$ cat config.mk
export PLATFORM = sky130hd
export DESIGN_NAME = cache_ctrl
export DESIGN_NICKNAME = d
export VERILOG_FILES = /design/src/rtl/cache_pkg.sv /design/src/rtl/cache_hs_master.sv /design/src/rtl/cache_ctrl.sv
export SDC_FILE = /design/constraint.sdc
export NUM_CORES = 1
export LEC_CHECK = 0
export BUFFER_PORTS_ARGS = -buffer_cell sky130_fd_sc_hd__buf_4
export CAP_MARGIN = 20
export CORE_ASPECT_RATIO = 0.75
export CORE_MARGIN = 4
export CORE_UTILIZATION = 59
export CTS_BUF_LIST = sky130_fd_sc_hd__clkbuf_16
export DETAILED_ROUTE_END_ITERATION = 10
export GPL_ROUTABILITY_DRIVEN = 0
export GPL_TIMING_DRIVEN = 0
export PLACE_DENSITY = 0.84
export SLEW_MARGIN = 30
export SYNTH_ARGS = -nofsm -noshare
export SYNTH_HDL_FRONTEND = slang
export SYNTH_SLANG_ARGS = --single-unit
$ cat constraint.sdc
create_clock -name clk -period 4.7 [get_ports clk]
set_input_delay 0.47 -clock clk [delete_from_list [all_inputs] [get_ports clk]]
set_output_delay 0.47 -clock clk [all_outputs]
set_load 0.03 [all_outputs]
$ cat src/rtl/cache_pkg.sv
// Shared defaults, state encodings and way op codes for the cache sequencer.
package cache_pkg;

  localparam int DEF_TAG_W   = 5;
  localparam int DEF_WORD_W  = 2;
  localparam int DEF_DATA_W  = 16;
  localparam int DEF_TIMEOUT = 64;

  typedef enum logic [2:0] {
    S_IDLE,
    S_CMP,
    S_VICT,
    S_WB,
    S_FILL_RD,
    S_FILL_WR,
    S_REPLAY,
    S_DONE
  } ctrl_state_e;

  typedef enum logic [1:0] {
    HS_IDLE,
    HS_REQ,
    HS_REL
  } hs_state_e;

  typedef enum logic [1:0] {
    CMP_RD,
    CMP_WR,
    ACC_RD,
    ACC_WR
  } way_op_e;

  function automatic way_op_e cmp_op(input logic wr);
    return wr ? CMP_WR : CMP_RD;
  endfunction

endpackage

$ cat src/rtl/cache_hs_master.sv
// Four-phase req/ack master: raises the strobe on start, pulses done when ack is
// seen, then waits for ack to fall. Each wait on an ack edge is bounded by TIMEOUT.
module cache_hs_master
  import cache_pkg::*;
#(
  parameter int TIMEOUT = DEF_TIMEOUT
) (
  input  logic clk,
  input  logic rst,
  input  logic start,
  input  logic ack,
  output logic strobe,
  output logic done,
  output logic timeout
);

  localparam int CNT_W = $clog2(TIMEOUT + 1);

  hs_state_e        state_q, state_d;
  logic [CNT_W-1:0] cnt_q, cnt_d;

  always_ff @(posedge clk) begin
    if (rst) begin
      state_q <= HS_IDLE;
      cnt_q   <= '0;
    end else begin
      state_q <= state_d;
      cnt_q   <= cnt_d;
    end
  end

  // The counter restarts on every strobe edge, so it times each ack edge separately.
  always_comb begin
    state_d = state_q;
    cnt_d   = cnt_q + CNT_W'(1);
    done    = 1'b0;
    timeout = 1'b0;
    case (state_q)
      HS_IDLE: begin
        cnt_d = '0;
        if (start) state_d = HS_REQ;
      end
      HS_REQ: begin
        if (ack) begin
          done    = 1'b1;
          state_d = HS_REL;
          cnt_d   = '0;
        end else if (cnt_q == CNT_W'(TIMEOUT - 1)) begin
          timeout = 1'b1;
          state_d = HS_IDLE;
          cnt_d   = '0;
        end
      end
      HS_REL: begin
        if (!ack) begin
          state_d = HS_IDLE;
          cnt_d   = '0;
        end else if (cnt_q == CNT_W'(TIMEOUT - 1)) begin
          timeout = 1'b1;
          state_d = HS_IDLE;
          cnt_d   = '0;
        end
      end
      default: begin
        state_d = HS_IDLE;
        cnt_d   = '0;
      end
    endcase
  end

  assign strobe = (state_q == HS_REQ);

endmodule

$ cat src/rtl/cache_ctrl.sv
// Cache sequencer: compare, victim read, dirty write-back, refill and replay
// between the CPU port and a single way, using two four-phase masters.
module cache_ctrl
  import cache_pkg::*;
#(
  parameter int TAG_W   = DEF_TAG_W,
  parameter int WORD_W  = DEF_WORD_W,
  parameter int DATA_W  = DEF_DATA_W,
  parameter int TIMEOUT = DEF_TIMEOUT
) (
  input  logic                    clk,
  input  logic                    rst,
  input  logic                    cpu_req,
  input  logic                    cpu_wr,
  input  logic [TAG_W+WORD_W-1:0] cpu_addr,
  input  logic [DATA_W-1:0]       cpu_wdata,
  output logic                    cpu_ack,
  output logic [DATA_W-1:0]       cpu_rdata,
  output logic                    cpu_hit,
  output logic                    cpu_err,
  output logic                    way_en,
  output logic                    way_comp,
  output logic                    way_write,
  output logic [WORD_W-1:0]       way_word,
  output logic [TAG_W-1:0]        way_tag,
  output logic [DATA_W-1:0]       way_data,
  output logic                    way_valid,
  input  logic                    way_ack,
  input  logic                    way_hit,
  input  logic                    way_dirty,
  input  logic [TAG_W-1:0]        way_tag_out,
  input  logic [DATA_W-1:0]       way_data_out,
  input  logic                    way_valid_out,
  output logic                    mem_req,
  output logic                    mem_wr,
  output logic [TAG_W+WORD_W-1:0] mem_addr,
  output logic [DATA_W-1:0]       mem_wdata,
  input  logic                    mem_ack,
  input  logic [DATA_W-1:0]       mem_rdata
);

  localparam int                LINE_W = 2 ** WORD_W;
  localparam logic [WORD_W-1:0] LAST   = '1;

  ctrl_state_e       state_q, state_d;
  logic [WORD_W-1:0] word_q, word_d;
  logic              req_wr_q, req_wr_d;
  logic [TAG_W-1:0]  req_tag_q, req_tag_d;
  logic [WORD_W-1:0] req_word_q, req_word_d;
  logic [DATA_W-1:0] req_wdata_q, req_wdata_d;
  logic [TAG_W-1:0]  vic_tag_q, vic_tag_d;
  logic              vic_valid_q, vic_valid_d;
  logic              vic_dirty_q, vic_dirty_d;
  logic [DATA_W-1:0] line_q [LINE_W];
  logic [DATA_W-1:0] line_d [LINE_W];
  logic [DATA_W-1:0] fill_q, fill_d;
  logic [DATA_W-1:0] rdata_q, rdata_d;
  logic              hit_q, hit_d;
  logic              err_q, err_d;

  logic    way_start, way_done, way_to;
  logic    mem_start, mem_done, mem_to;
  way_op_e way_op;

  cache_hs_master #(.TIMEOUT(TIMEOUT)) u_way_hs (
    .clk(clk), .rst(rst), .start(way_start), .ack(way_ack),
    .strobe(way_en), .done(way_done), .timeout(way_to)
  );

  cache_hs_master #(.TIMEOUT(TIMEOUT)) u_mem_hs (
    .clk(clk), .rst(rst), .start(mem_start), .ack(mem_ack),
    .strobe(mem_req), .done(mem_done), .timeout(mem_to)
  );

  always_ff @(posedge clk) begin
    if (rst) begin
      state_q     <= S_IDLE;
      word_q      <= '0;
      req_wr_q    <= 1'b0;
      req_tag_q   <= '0;
      req_word_q  <= '0;
      req_wdata_q <= '0;
      vic_tag_q   <= '0;
      vic_valid_q <= 1'b0;
      vic_dirty_q <= 1'b0;
      fill_q      <= '0;
      rdata_q     <= '0;
      hit_q       <= 1'b0;
      err_q       <= 1'b0;
      for (int i = 0; i < LINE_W; i++) line_q[i] <= '0;
    end else begin
      state_q     <= state_d;
      word_q      <= word_d;
      req_wr_q    <= req_wr_d;
      req_tag_q   <= req_tag_d;
      req_word_q  <= req_word_d;
      req_wdata_q <= req_wdata_d;
      vic_tag_q   <= vic_tag_d;
      vic_valid_q <= vic_valid_d;
      vic_dirty_q <= vic_dirty_d;
      fill_q      <= fill_d;
      rdata_q     <= rdata_d;
      hit_q       <= hit_d;
      err_q       <= err_d;
      for (int i = 0; i < LINE_W; i++) line_q[i] <= line_d[i];
    end
  end

  // Each phase advances only on a master's done pulse; the masters themselves
  // hold off a new strobe until the previous ack has fallen.
  always_comb begin
    state_d     = state_q;
    word_d      = word_q;
    req_wr_d    = req_wr_q;
    req_tag_d   = req_tag_q;
    req_word_d  = req_word_q;
    req_wdata_d = req_wdata_q;
    vic_tag_d   = vic_tag_q;
    vic_valid_d = vic_valid_q;
    vic_dirty_d = vic_dirty_q;
    fill_d      = fill_q;
    rdata_d     = rdata_q;
    hit_d       = hit_q;
    err_d       = err_q;
    line_d      = line_q;
    way_start   = 1'b0;
    mem_start   = 1'b0;
    case (state_q)
      S_IDLE: begin
        if (cpu_req) begin
          req_wr_d    = cpu_wr;
          req_tag_d   = cpu_addr[TAG_W+WORD_W-1:WORD_W];
          req_word_d  = cpu_addr[WORD_W-1:0];
          req_wdata_d = cpu_wdata;
          rdata_d     = '0;
          hit_d       = 1'b0;
          err_d       = 1'b0;
          state_d     = S_CMP;
        end
      end
      S_CMP: begin
        way_start = 1'b1;
        if (way_done) begin
          if (way_hit) begin
            rdata_d = way_data_out;
            hit_d   = 1'b1;
            state_d = S_DONE;
          end else begin
            hit_d   = 1'b0;
            word_d  = '0;
            state_d = S_VICT;
          end
        end
      end
      S_VICT: begin
        way_start = 1'b1;
        if (way_done) begin
          line_d[word_q] = way_data_out;
          if (word_q == '0) begin
            vic_tag_d   = way_tag_out;
            vic_valid_d = way_valid_out;
            vic_dirty_d = way_dirty;
          end
          word_d = word_q + WORD_W'(1);
          if (word_q == LAST) state_d = (vic_valid_q && vic_dirty_q) ? S_WB : S_FILL_RD;
        end
      end
      S_WB: begin
        mem_start = 1'b1;
        if (mem_done) begin
          word_d = word_q + WORD_W'(1);
          if (word_q == LAST) state_d = S_FILL_RD;
        end
      end
      S_FILL_RD: begin
        mem_start = 1'b1;
        if (mem_done) begin
          fill_d  = mem_rdata;
          state_d = S_FILL_WR;
        end
      end
      S_FILL_WR: begin
        way_start = 1'b1;
        if (way_done) begin
          word_d  = word_q + WORD_W'(1);
          state_d = (word_q == LAST) ? S_REPLAY : S_FILL_RD;
        end
      end
      S_REPLAY: begin
        way_start = 1'b1;
        if (way_done) begin
          rdata_d = way_data_out;
          if (!way_hit) err_d = 1'b1;
          state_d = S_DONE;
        end
      end
      S_DONE: begin
        if (!cpu_req) state_d = S_IDLE;
      end
      default: state_d = S_IDLE;
    endcase
    if ((way_to || mem_to) && state_q != S_IDLE && state_q != S_DONE) begin
      way_start = 1'b0;
      mem_start = 1'b0;
      err_d     = 1'b1;
      state_d   = S_DONE;
    end
  end

  always_comb begin
    way_op    = ACC_RD;
    way_word  = '0;
    way_tag   = '0;
    way_data  = '0;
    way_valid = 1'b0;
    mem_wr    = 1'b0;
    mem_addr  = '0;
    mem_wdata = '0;
    case (state_q)
      S_CMP, S_REPLAY: begin
        way_op   = cmp_op(req_wr_q);
        way_word = req_word_q;
        way_tag  = req_tag_q;
        way_data = req_wdata_q;
      end
      S_VICT: begin
        way_word = word_q;
        way_tag  = req_tag_q;
      end
      S_FILL_WR: begin
        way_op    = ACC_WR;
        way_word  = word_q;
        way_tag   = req_tag_q;
        way_data  = fill_q;
        way_valid = 1'b1;
      end
      S_WB: begin
        mem_wr    = 1'b1;
        mem_addr  = {vic_tag_q, word_q};
        mem_wdata = line_q[word_q];
      end
      S_FILL_RD: mem_addr = {req_tag_q, word_q};
      default: ;
    endcase
  end

  assign way_comp  = (way_op == CMP_RD) || (way_op == CMP_WR);
  assign way_write = (way_op == CMP_WR) || (way_op == ACC_WR);
  assign cpu_ack   = (state_q == S_DONE);
  assign cpu_rdata = cpu_ack ? rdata_q : '0;
  assign cpu_hit   = cpu_ack && hit_q;
  assign cpu_err   = cpu_ack && err_q;

endmodule

==> results of run 1 <==
through the flow:
step / utilization / setup slack (ns) / cell area (um2)
after floorplan: - / 2.38 / 6950
after global placement: 0.708 / 2.18 / 8200
after global routing: 0.758 / 1.50 / 8770
after CTS: 0.758 / 1.72 / 8770
final: 0.758 / 1.68 / 8770
after detailed placement: 0.708 / 2.19 / 8200
path summary, 6_finish.rpt:
path | start | to | slack, ns | depth (start not counted)
worst max register to register | word_q[0] | line_q[27] | 2.07 | 8
worst max-delay path | state_q[0] | way_data[14] | 1.68 | 5
worst min-delay path | way_dirty | vic_dirty_q | 0.27 | 3
worst min register to register | u_mem_hs.cnt_q[0] | u_mem_hs.cnt_q[0] | 0.44 | 1
synthesized netlist by cell type (14+ instances only):
cell type,number
a22o_1,21
dfxtp_1,152
nand3_1,59
buf_2,17
nor2_1,60
and2_1,43
ha_1,14
nand2_1,151
mux2i_1,25
mux4_2,16
a22oi_1,16
a21oi_1,101
clkbuf_1,34
kinds of logic (layout without fill, tap and decap cells):
| kind of cell | Yosys count | in the layout | synth area share |
|---|---|---|---|
| mux | 42 | 42 | 0.0900 |
| flops | 152 | 152 | 0.438 |
| buf+inv | 69 | 240 | 0.0430 |
| compound gates | 171 | 171 | 0.157 |
| simple gates | 350 | 350 | 0.236 |
| xor+xnor | 9 | 9 | 0.0113 |
| fa+ha+maj | 14 | 14 | 0.0252 |
per-layer routing:
layer | wire [um] | up-vias | track usage
met5 | 0 | - | 0
met3 | 2300 | 54 | 0.0886
li1 | - | 3117 | -
met2 | 9240 | 387 | 0.458
met1 | 8840 | 3144 | 0.421
met4 | 637 | 0 | 0.115
flip-flops by register name, summed over array words and instances (netlist names), 3 cells and up:
register	count
u_way_hs.cnt_q	7
fill_q	16
req_wdata_q	16
rdata_q	16
state_q	3
req_tag_q	5
line_q	64
u_mem_hs.cnt_q	7
vic_tag_q	5
cell usage in the layout, fill, tap and decap left out, drive strengths merged, types with 3 or more instances in the layout:
| cell type | synthesis | layout |
|---|---|---|
| inv | 11 | 16 |
| clkbuf | 34 | 51 |
| mux2i | 25 | 25 |
| nor3 | 5 | 5 |
| xnor2 | 5 | 5 |
| mux4 | 16 | 16 |
| a221oi | 6 | 6 |
| dfxtp | 152 | 152 |
| ha | 14 | 14 |
| buf | 24 | 163 |
| and2 | 43 | 43 |
| nand3 | 59 | 59 |
| o21ai | 6 | 6 |
| nor2 | 61 | 61 |
| nand2 | 152 | 152 |
| and3 | 10 | 10 |
| a22o | 21 | 21 |
| clkinv | 0 | 6 |
| a22oi | 16 | 16 |
| o21bai | 3 | 3 |
| xor2 | 4 | 4 |
| nand2b | 3 | 3 |
| a21oi | 102 | 102 |
final cells by class:
type                       instances  share of cell area
timing repair buffer             139               0.119
sequential                       152               0.347
clock inverter                    15              0.0175
inverter                          11             0.00471
multi-input combinational        586               0.411
buffer                            58              0.0294
clock buffer                      17              0.0485
tap                              162              0.0231
power by group through the flow:
stage,Clock (mW),Combinational (mW),Sequential (mW)
final,1.36,0.868,1.41
after global routing,1.41,0.942,1.42
after CTS,1.35,0.853,1.41
after detailed placement,0,0.842,1.43
after global placement,0,0.834,1.43
after floorplan,0,0.582,1.42
worst max-delay path, cell delays in order (launching register included):
cell and delay, ns:
dfxtp_1 0.50, inv_1 0.17, nor3_2 0.62, clkbuf_1 0.45
a22o_1 0.23, buf_4 0.16
==> impl_metrics.toml, run 1 <==
[logic_synthesis]
synth_top_area_frac = 0.438
yosysUniqueCellTypes = 58
syn_area_mm2 = 0.00695
synth_edf_count = 0
synth.area.top_cells = "dfxtp_1 44%, nand2_1 8.2%, a21oi_1 7.3%"
avgSynthCellArea_um2 = 8.61
synthArstFlopShare = 0
yosysSeqAreaShare = 0.438
ys_ff_latch = 152
synthFlopType = "dfxtp_1"
synth.net_count = 890
yosys.area.top_type = "dfxtp_1"
synthCells = 807
synth_warnings = 0

[sta]
setup_violations = 0
worstMarginPinSlew_ns = 0.727
hold_violations = 0
clock_skew_ns = 0.00758
post-route-period-util = 0.643
max_freq_ghz = 0.331
min_period_ns = 3.02
slew_headroom = 0.513
tns_ns = 0
holdWs_ns = 0.274
slew_violations = 0
rsz0062_at_grt = "no"

[detailed_routing]
antenna_left = 0
drc = 0
via_per_inst = 5.88
first_pass_iters = 6
wl_per_cell_um = 18.4
wl_um = 21000
vias = 6702
drt_iter0_drc = 626

[die]
die_y_um = 102
start_util = 0.601
die_area_mm2 = 0.0136
coreArea_mm2 = 0.0116
row_count = 34
ios = 140
fp.dieW_um = 133

[worst_setup_path]
startpoint_type = "register"
path_class = "reg -> out"
end_kind = "output pin"
critPathRequiredTime_ns = 4.23
arrival_ns = 2.55
path_max_fanout = 10

[power]
finalPower_mw = 3.63
p_per_area_mw_per_mm2 = 414
switchingPower_mw = 1.18
internal_power_mw = 2.45
seq_power_share = 0.387
max-vdd-ir-drop_mv = 0.330
pwr-share-clk = 0.374
comb_power_share = 0.239
switching_share = 0.325
p_leak_nw = 3.63

[clock_network]
insertion_delay_ns = 0.43
cts_root_buf = "clkbuf_16"
cts_setup_buffers = 0
tritoncts.num_buffers = 17
cts_resized = 0
cts_sinks = 152
clk_pin_slew_ns = 0.06
clockBufferDepth = 2
cts_tree = "yes"
hold_buffers = 0
cts_htree_levels = 4

[global_routing]
overflow = 0
grt_pass1_vias = 6260
grt_usage = 0.305
antenna_found_initial = 0
grt_first_pass_wirelength_um = 32500
grt_max_degree = 17

[final_layout]
area_growth_pct = 26.3
drive_gt1_frac = 0.224
register_area_mm2 = 0.00304
multi_input_area_mm2 = 0.00361
fin_cells = 1140
n_antenna_cell = 0
n_fill_cell = 872
final_nets = 1048

[placement]
post-dp-hpwl_um = 14900
io_buffer_count = 139
place_inst = 1108

[job]
max_cap_violations = 0

[hold_path]
min_path_type = "in -> reg"

[run_status]
status = "complete, no violations"
Power figures use the tool's default switching activity.
==> run 2, diff against run 1 <==
Settings changed: CORE_UTILIZATION 59 to 50, PLACE_DENSITY 0.84 to 0.76.
Clock period 4.7 ns to 2.64 ns, I/O delays scaled along.
==> run 2 against run 1 <==
Net effect:
- worst hold slack got worse by 0.19 ns
- global-route usage decreased by 4.6 points
- clock-buffer cell count stayed put
- cell count is 1.1% higher
- non-clock buffer count did not move
- register-to-register slack lost 1.7 ns
- routed wire length decreased by 1.6%
- largest power group unchanged
==> impl_metrics.toml, run 2 (synthesis gave the netlist of run 1 again) <==
[final_layout]
fin_cells = 1153
drive_gt1_frac = 0.232
final_cell_mix = "152 x dfxtp_1, 150 x nand2_1, 142 x buf_4"
largest_register_ffs = 64
multi_input_area_mm2 = 0.00362
final_nets = 1048
n_fill_cell = 1155
top_register = "line_q"
register_area_mm2 = 0.00304
n_antenna_cell = 0
area_growth_pct = 26.9
mostFrequentLayoutCell = "dfxtp_1"

[run_status]
status = "complete, no violations"

[clock_network]
tritoncts.num_buffers = 17
cts_setup_buffers = 0
cts_resized = 3
hold_buffers = 0
clk_pin_slew_ns = 0.06
cts_tree = "yes"
cts_sinks = 152
clockBufferDepth = 2
cts_root_buf = "clkbuf_16"
cts_htree_levels = 4
insertion_delay_ns = 0.42

[worst_setup_path]
cp.depth = 5
path_max_fanout = 10
critical-path-top-delay-family = "buffers and inverters"
end_kind = "output pin"
r2r-start = "u_way_hs.state_q[1]"
critPathRequiredTime_ns = 2.38
path_class = "reg -> out"
slowest_delay_ns = 0.48
crit_slowest_cell = "dfxtp_1"
arrival_ns = 2.21
startpoint_type = "register"
crit_path_cell_trace = "buf_2 > and3_1 > clkbuf_1 > and2_1 > buf_4"
r2r-end = "line_q[39]"
r2r_setup_slack_ns = 0.40
rr_worst_depth = 9
cp_num_buf_inv = 3

[die]
coreArea_mm2 = 0.0137
row_count = 37
ios = 140
start_util = 0.509
die_area_mm2 = 0.0159
fp.dieW_um = 144
die_y_um = 110

[detailed_routing]
antenna_left = 0
via_per_inst = 5.66
drt_iter0_drc = 579
drc = 0
vias = 6527
wl_um = 20700
wl_per_cell_um = 17.9
first_pass_iters = 8

[sta]
slew_violations = 0
rsz0062_at_grt = "no"
clock_skew_ns = 0.00855
max_freq_ghz = 0.405
post-route-period-util = 0.936
hold_violations = 0
min_period_ns = 2.47
worstMarginPinSlew_ns = 0.743
tns_ns = 0
setup_violations = 0
slew_headroom = 0.503

[power]
switching_share = 0.328
p_per_area_mw_per_mm2 = 740
finalPower_mw = 6.53
p_leak_nw = 3.64
internal_power_mw = 4.39
comb_power_share = 0.239
max-vdd-ir-drop_mv = 0.507
switchingPower_mw = 2.14
seq_power_share = 0.384
pwr-share-clk = 0.377

[global_routing]
grtUsageMet3 = 0.0634
grt_pass1_vias = 6072
grt_first_pass_wirelength_um = 31900
grt_use_met2 = 0.390
gr-usage-met1 = 0.371
overflow = 0
top_usage_layer = "met2"
antenna_found_initial = 0
grt_usage = 0.259
grt_max_degree = 17

[hold_path]
min_from = "way_tag_out[4]"
min_path_cells = 3
min_path_type = "in -> reg"
hold_path_end = "vic_tag_q[4]"

[placement]
post-dp-hpwl_um = 14700
place_inst = 1121
io_buffer_count = 139

[job]
max_cap_violations = 0
run 2: cell types whose count changed in the layout (fill, tap and decap cells not counted), moves of 2 or more:
cell,delta
clkinvlp_4,+3
inv_1,-2
clkbuf_1,-4
clkbuf_2,+4
clkinv_4,-2
run 2: power groups by stage:
stage / clock network, mW / registers, mW / logic [mW]
global route: 2.57 / 2.52 / 1.69
finish: 2.46 / 2.50 / 1.56
floorplan: 0 / 2.53 / 1.04
CTS: 2.47 / 2.50 / 1.53
global placement: 0 / 2.54 / 1.50
detailed placement: 0 / 2.55 / 1.51
run 2: through the flow:
stage               hold WS [ns]   util  cell area (um2)  setup slack [ns]
CTS                       0.0702  0.645             8810            0.0513
detailed placement         0.434  0.601             8210             0.194
floorplan                  0.400      -             6950             0.521
finish                    0.0813  0.646             8820             0.170
global placement           0.425  0.601             8210             0.193
global route              0.0703  0.646             8820            0.0598
run 2: how the worst max path moves through the flow:
| stage | slack [ns] | start | endpoint |
|---|---|---|---|
| 3_3_place_gp | 0.19 | word_q[0] | line_q[29] |
| 6_report | 0.17 | state_q[0] | cpu_rdata[0] |
| 5_1_grt | 0.06 | state_q[1] | cpu_rdata[4] |
| 4_1_cts | 0.05 | state_q[0] | way_data[15] |
| 2_1_floorplan | 0.52 | state_q[0] | way_data[10] |
| 3_5_place_dp | 0.19 | word_q[0] | line_q[23] |
run 2: worst min-delay path, stage by stage:
cell     delay [ns]
buf_4          0.08
mux2i_1        0.05
nor2_1         0.07
run 2: area by class of cell:
type / count / share of cell area
inverters: 11 / 0.00468
clock inverters: 15 / 0.0189
flip-flops and latches: 152 / 0.345
well taps: 175 / 0.0248
multi-input cells: 586 / 0.410
clock buffers: 17 / 0.0482
repair buffers: 139 / 0.118
plain buffers: 58 / 0.0299
run 2: per-layer routing:
metal	up-vias	share of wire
met5	-	0
met3	34	0.087
li1	3118	-
met1	3100	0.45
met2	275	0.44
met4	0	0.017
==> run 3, diff against run 2 <==
Settings changed: CORE_UTILIZATION 50 to 23, CTS_CLUSTER_DIAMETER from default to 100, HOLD_SLACK_MARGIN from default to 0.1, PLACE_DENSITY 0.76 to 0.4.
==> run 3 against run 2 <==
Net effect:
- setup slack hardly changed
- sequential share of layout area shrank 2.8 points
- flip-flop and latch count unchanged
- cell count grew 23%
- maximum frequency about the same
- register-to-register slack got worse by 0.06 ns
==> impl_metrics.toml, run 3 (synthesis gave the netlist of run 1 again) <==
[die]
coreArea_mm2 = 0.0295
fp.dieW_um = 209
start_util = 0.236
row_count = 54
ios = 140
die_y_um = 159
die_area_mm2 = 0.0331

[power]
switchingPower_mw = 2.28
seq_power_share = 0.375
finalPower_mw = 6.65
p_leak_nw = 3.87
max-vdd-ir-drop_mv = 0.448
switching_share = 0.342
p_per_area_mw_per_mm2 = 693
pwr-share-clk = 0.370
internal_power_mw = 4.38
comb_power_share = 0.254

[worst_setup_path]
startpoint_type = "register"
rr_worst_depth = 8
end_kind = "output pin"
path_max_fanout = 10
slowest_delay_ns = 0.43
arrival_ns = 2.21
crit_path_cell_trace = "nor2b_1 > clkbuf_2 > nand2_1 > nand2_2 > clkbuf_4 > a22o_1 > buf_4"
critPathRequiredTime_ns = 2.38
crit_slowest_cell = "dfxtp_1"
path_class = "reg -> out"

[clock_network]
cts_htree_levels = 4
clockBufferDepth = 2
cts_sinks = 152
tritoncts.num_buffers = 17
cts_root_buf = "clkbuf_16"
insertion_delay_ns = 0.43
clk_pin_slew_ns = 0.07
cts_tree = "yes"

[run_status]
status = "complete, no violations"

[hold_path]
min_path_type = "in -> reg"
min_path_cells = 3

[final_layout]
top_register = "line_q"
design_area_mm2 = 0.00961
area_growth_pct = 38.2
mostFrequentLayoutCell = "dfxtp_1"
largest_register_ffs = 64
n_antenna_cell = 0
drive_gt1_frac = 0.225
final_cell_mix = "152 x dfxtp_1, 150 x nand2_1, 144 x buf_4"
final_nets = 1099
fin_cells = 1421

[global_routing]
top_usage_layer = "met2"
grt_pass1_vias = 6366
gr-usage-met1 = 0.218
overflow = 0
grt_max_degree = 17
grt_first_pass_wirelength_um = 38400
grt_usage = 0.151
grt_use_met2 = 0.236
grtUsageMet3 = 0.0331
antenna_found_initial = 0

[placement]
placed_cell_area_mm2 = 0.00848
place_inst = 1338
io_buffer_count = 139
post-dp-hpwl_um = 18600

[sta]
rsz0062_at_grt = "no"
max_freq_ghz = 0.405
slew_headroom = 0.459
tns_ns = 0
post-route-period-util = 0.936
min_period_ns = 2.47
slew_violations = 0
setup_violations = 0
clock_skew_ns = 0.00871
worstMarginPinSlew_ns = 0.812
hold_violations = 0

[detailed_routing]
drc = 0
drt_iter0_drc = 323
first_pass_iters = 5
antenna_left = 0
wl_per_cell_um = 17.7
via_per_inst = 4.53
wl_um = 25200
vias = 6444

[job]
max_cap_violations = 0
## run 3: changes by cell type in the layout (fill, tap and decap cells not counted), sizes merged
cell / before / now
dlygate4sd3: 0 / 48
inv: 16 / 20
clkinvlp: 5 / 1
buf: 163 / 165
clkbuf: 51 / 52
clkinv: 3 / 4
bufinv: 2 / 1
## run 3: cell type report
| cell class | count | area [um2] |
|---|---|---|
| fillers | 3151 | 19900 |
| multi-input cells | 586 | 3620 |
| flip-flops and latches | 152 | 3040 |
| repair buffers | 190 | 1560 |
| well taps | 392 | 490 |
| clock buffers | 17 | 425 |
| plain buffers | 58 | 268 |
| clock inverters | 15 | 155 |
| inverters | 11 | 41.3 |
## run 3: what timing repair did
item | 4_1_cts | 5_1_grt
setup endpoints to repair | 18 | 28
setup buffers | 0 | 3
resized for setup | 5 | 8
hold buffers | 48 | 0
hold endpoints to repair | 50 | 0
pin swaps | 0 | 1
## run 3: metrics by stage
stage | hold WS, ns | util | setup slack, ns
6_report | 0.116 | 0.326 | 0.170
3_3_place_gp | 0.428 | 0.288 | -0.0214
4_1_cts | 0.100 | 0.324 | 0.0257
3_5_place_dp | 0.437 | 0.288 | 0.0113
2_1_floorplan | 0.400 | - | 0.521
5_1_grt | 0.104 | 0.326 | 0.0193
## run 3: routing by layer
layer | vias up | part of all wire
li1 | 3218 | -
met1 | 3116 | 0.51
met2 | 99 | 0.45
met3 | 11 | 0.033
met4 | 0 | 0.0067
met5 | - | 0
## run 3: final timing paths
check                                         start                end  slack (ns)
worst max-delay path                     state_q[1]       way_data[11]        0.17
worst min-delay path               way_data_out[15]         line_q[63]        0.12
worst max register to register  u_way_hs.state_q[1]          line_q[8]        0.34
worst min register to register    u_mem_hs.cnt_q[0]  u_mem_hs.cnt_q[0]        0.44
## run 3: power by group through the flow
stage | registers [mW] | logic [mW] | clock network [mW]
floorplan | 2.53 | 1.04 | 0
global placement | 2.55 | 1.61 | 0
detailed placement | 2.55 | 1.60 | 0
CTS | 2.50 | 1.68 | 2.53
global route | 2.52 | 1.86 | 2.65
finish | 2.50 | 1.69 | 2.46
## run 3: critical path, delay by kind of cell, from the launching register on
family                 cells  cell delay, ns
AOI/OAI and AO/OA          1            0.18
buffers and inverters      3            0.65
DFF                        1            0.43
and+or+nand+nor            3            0.51
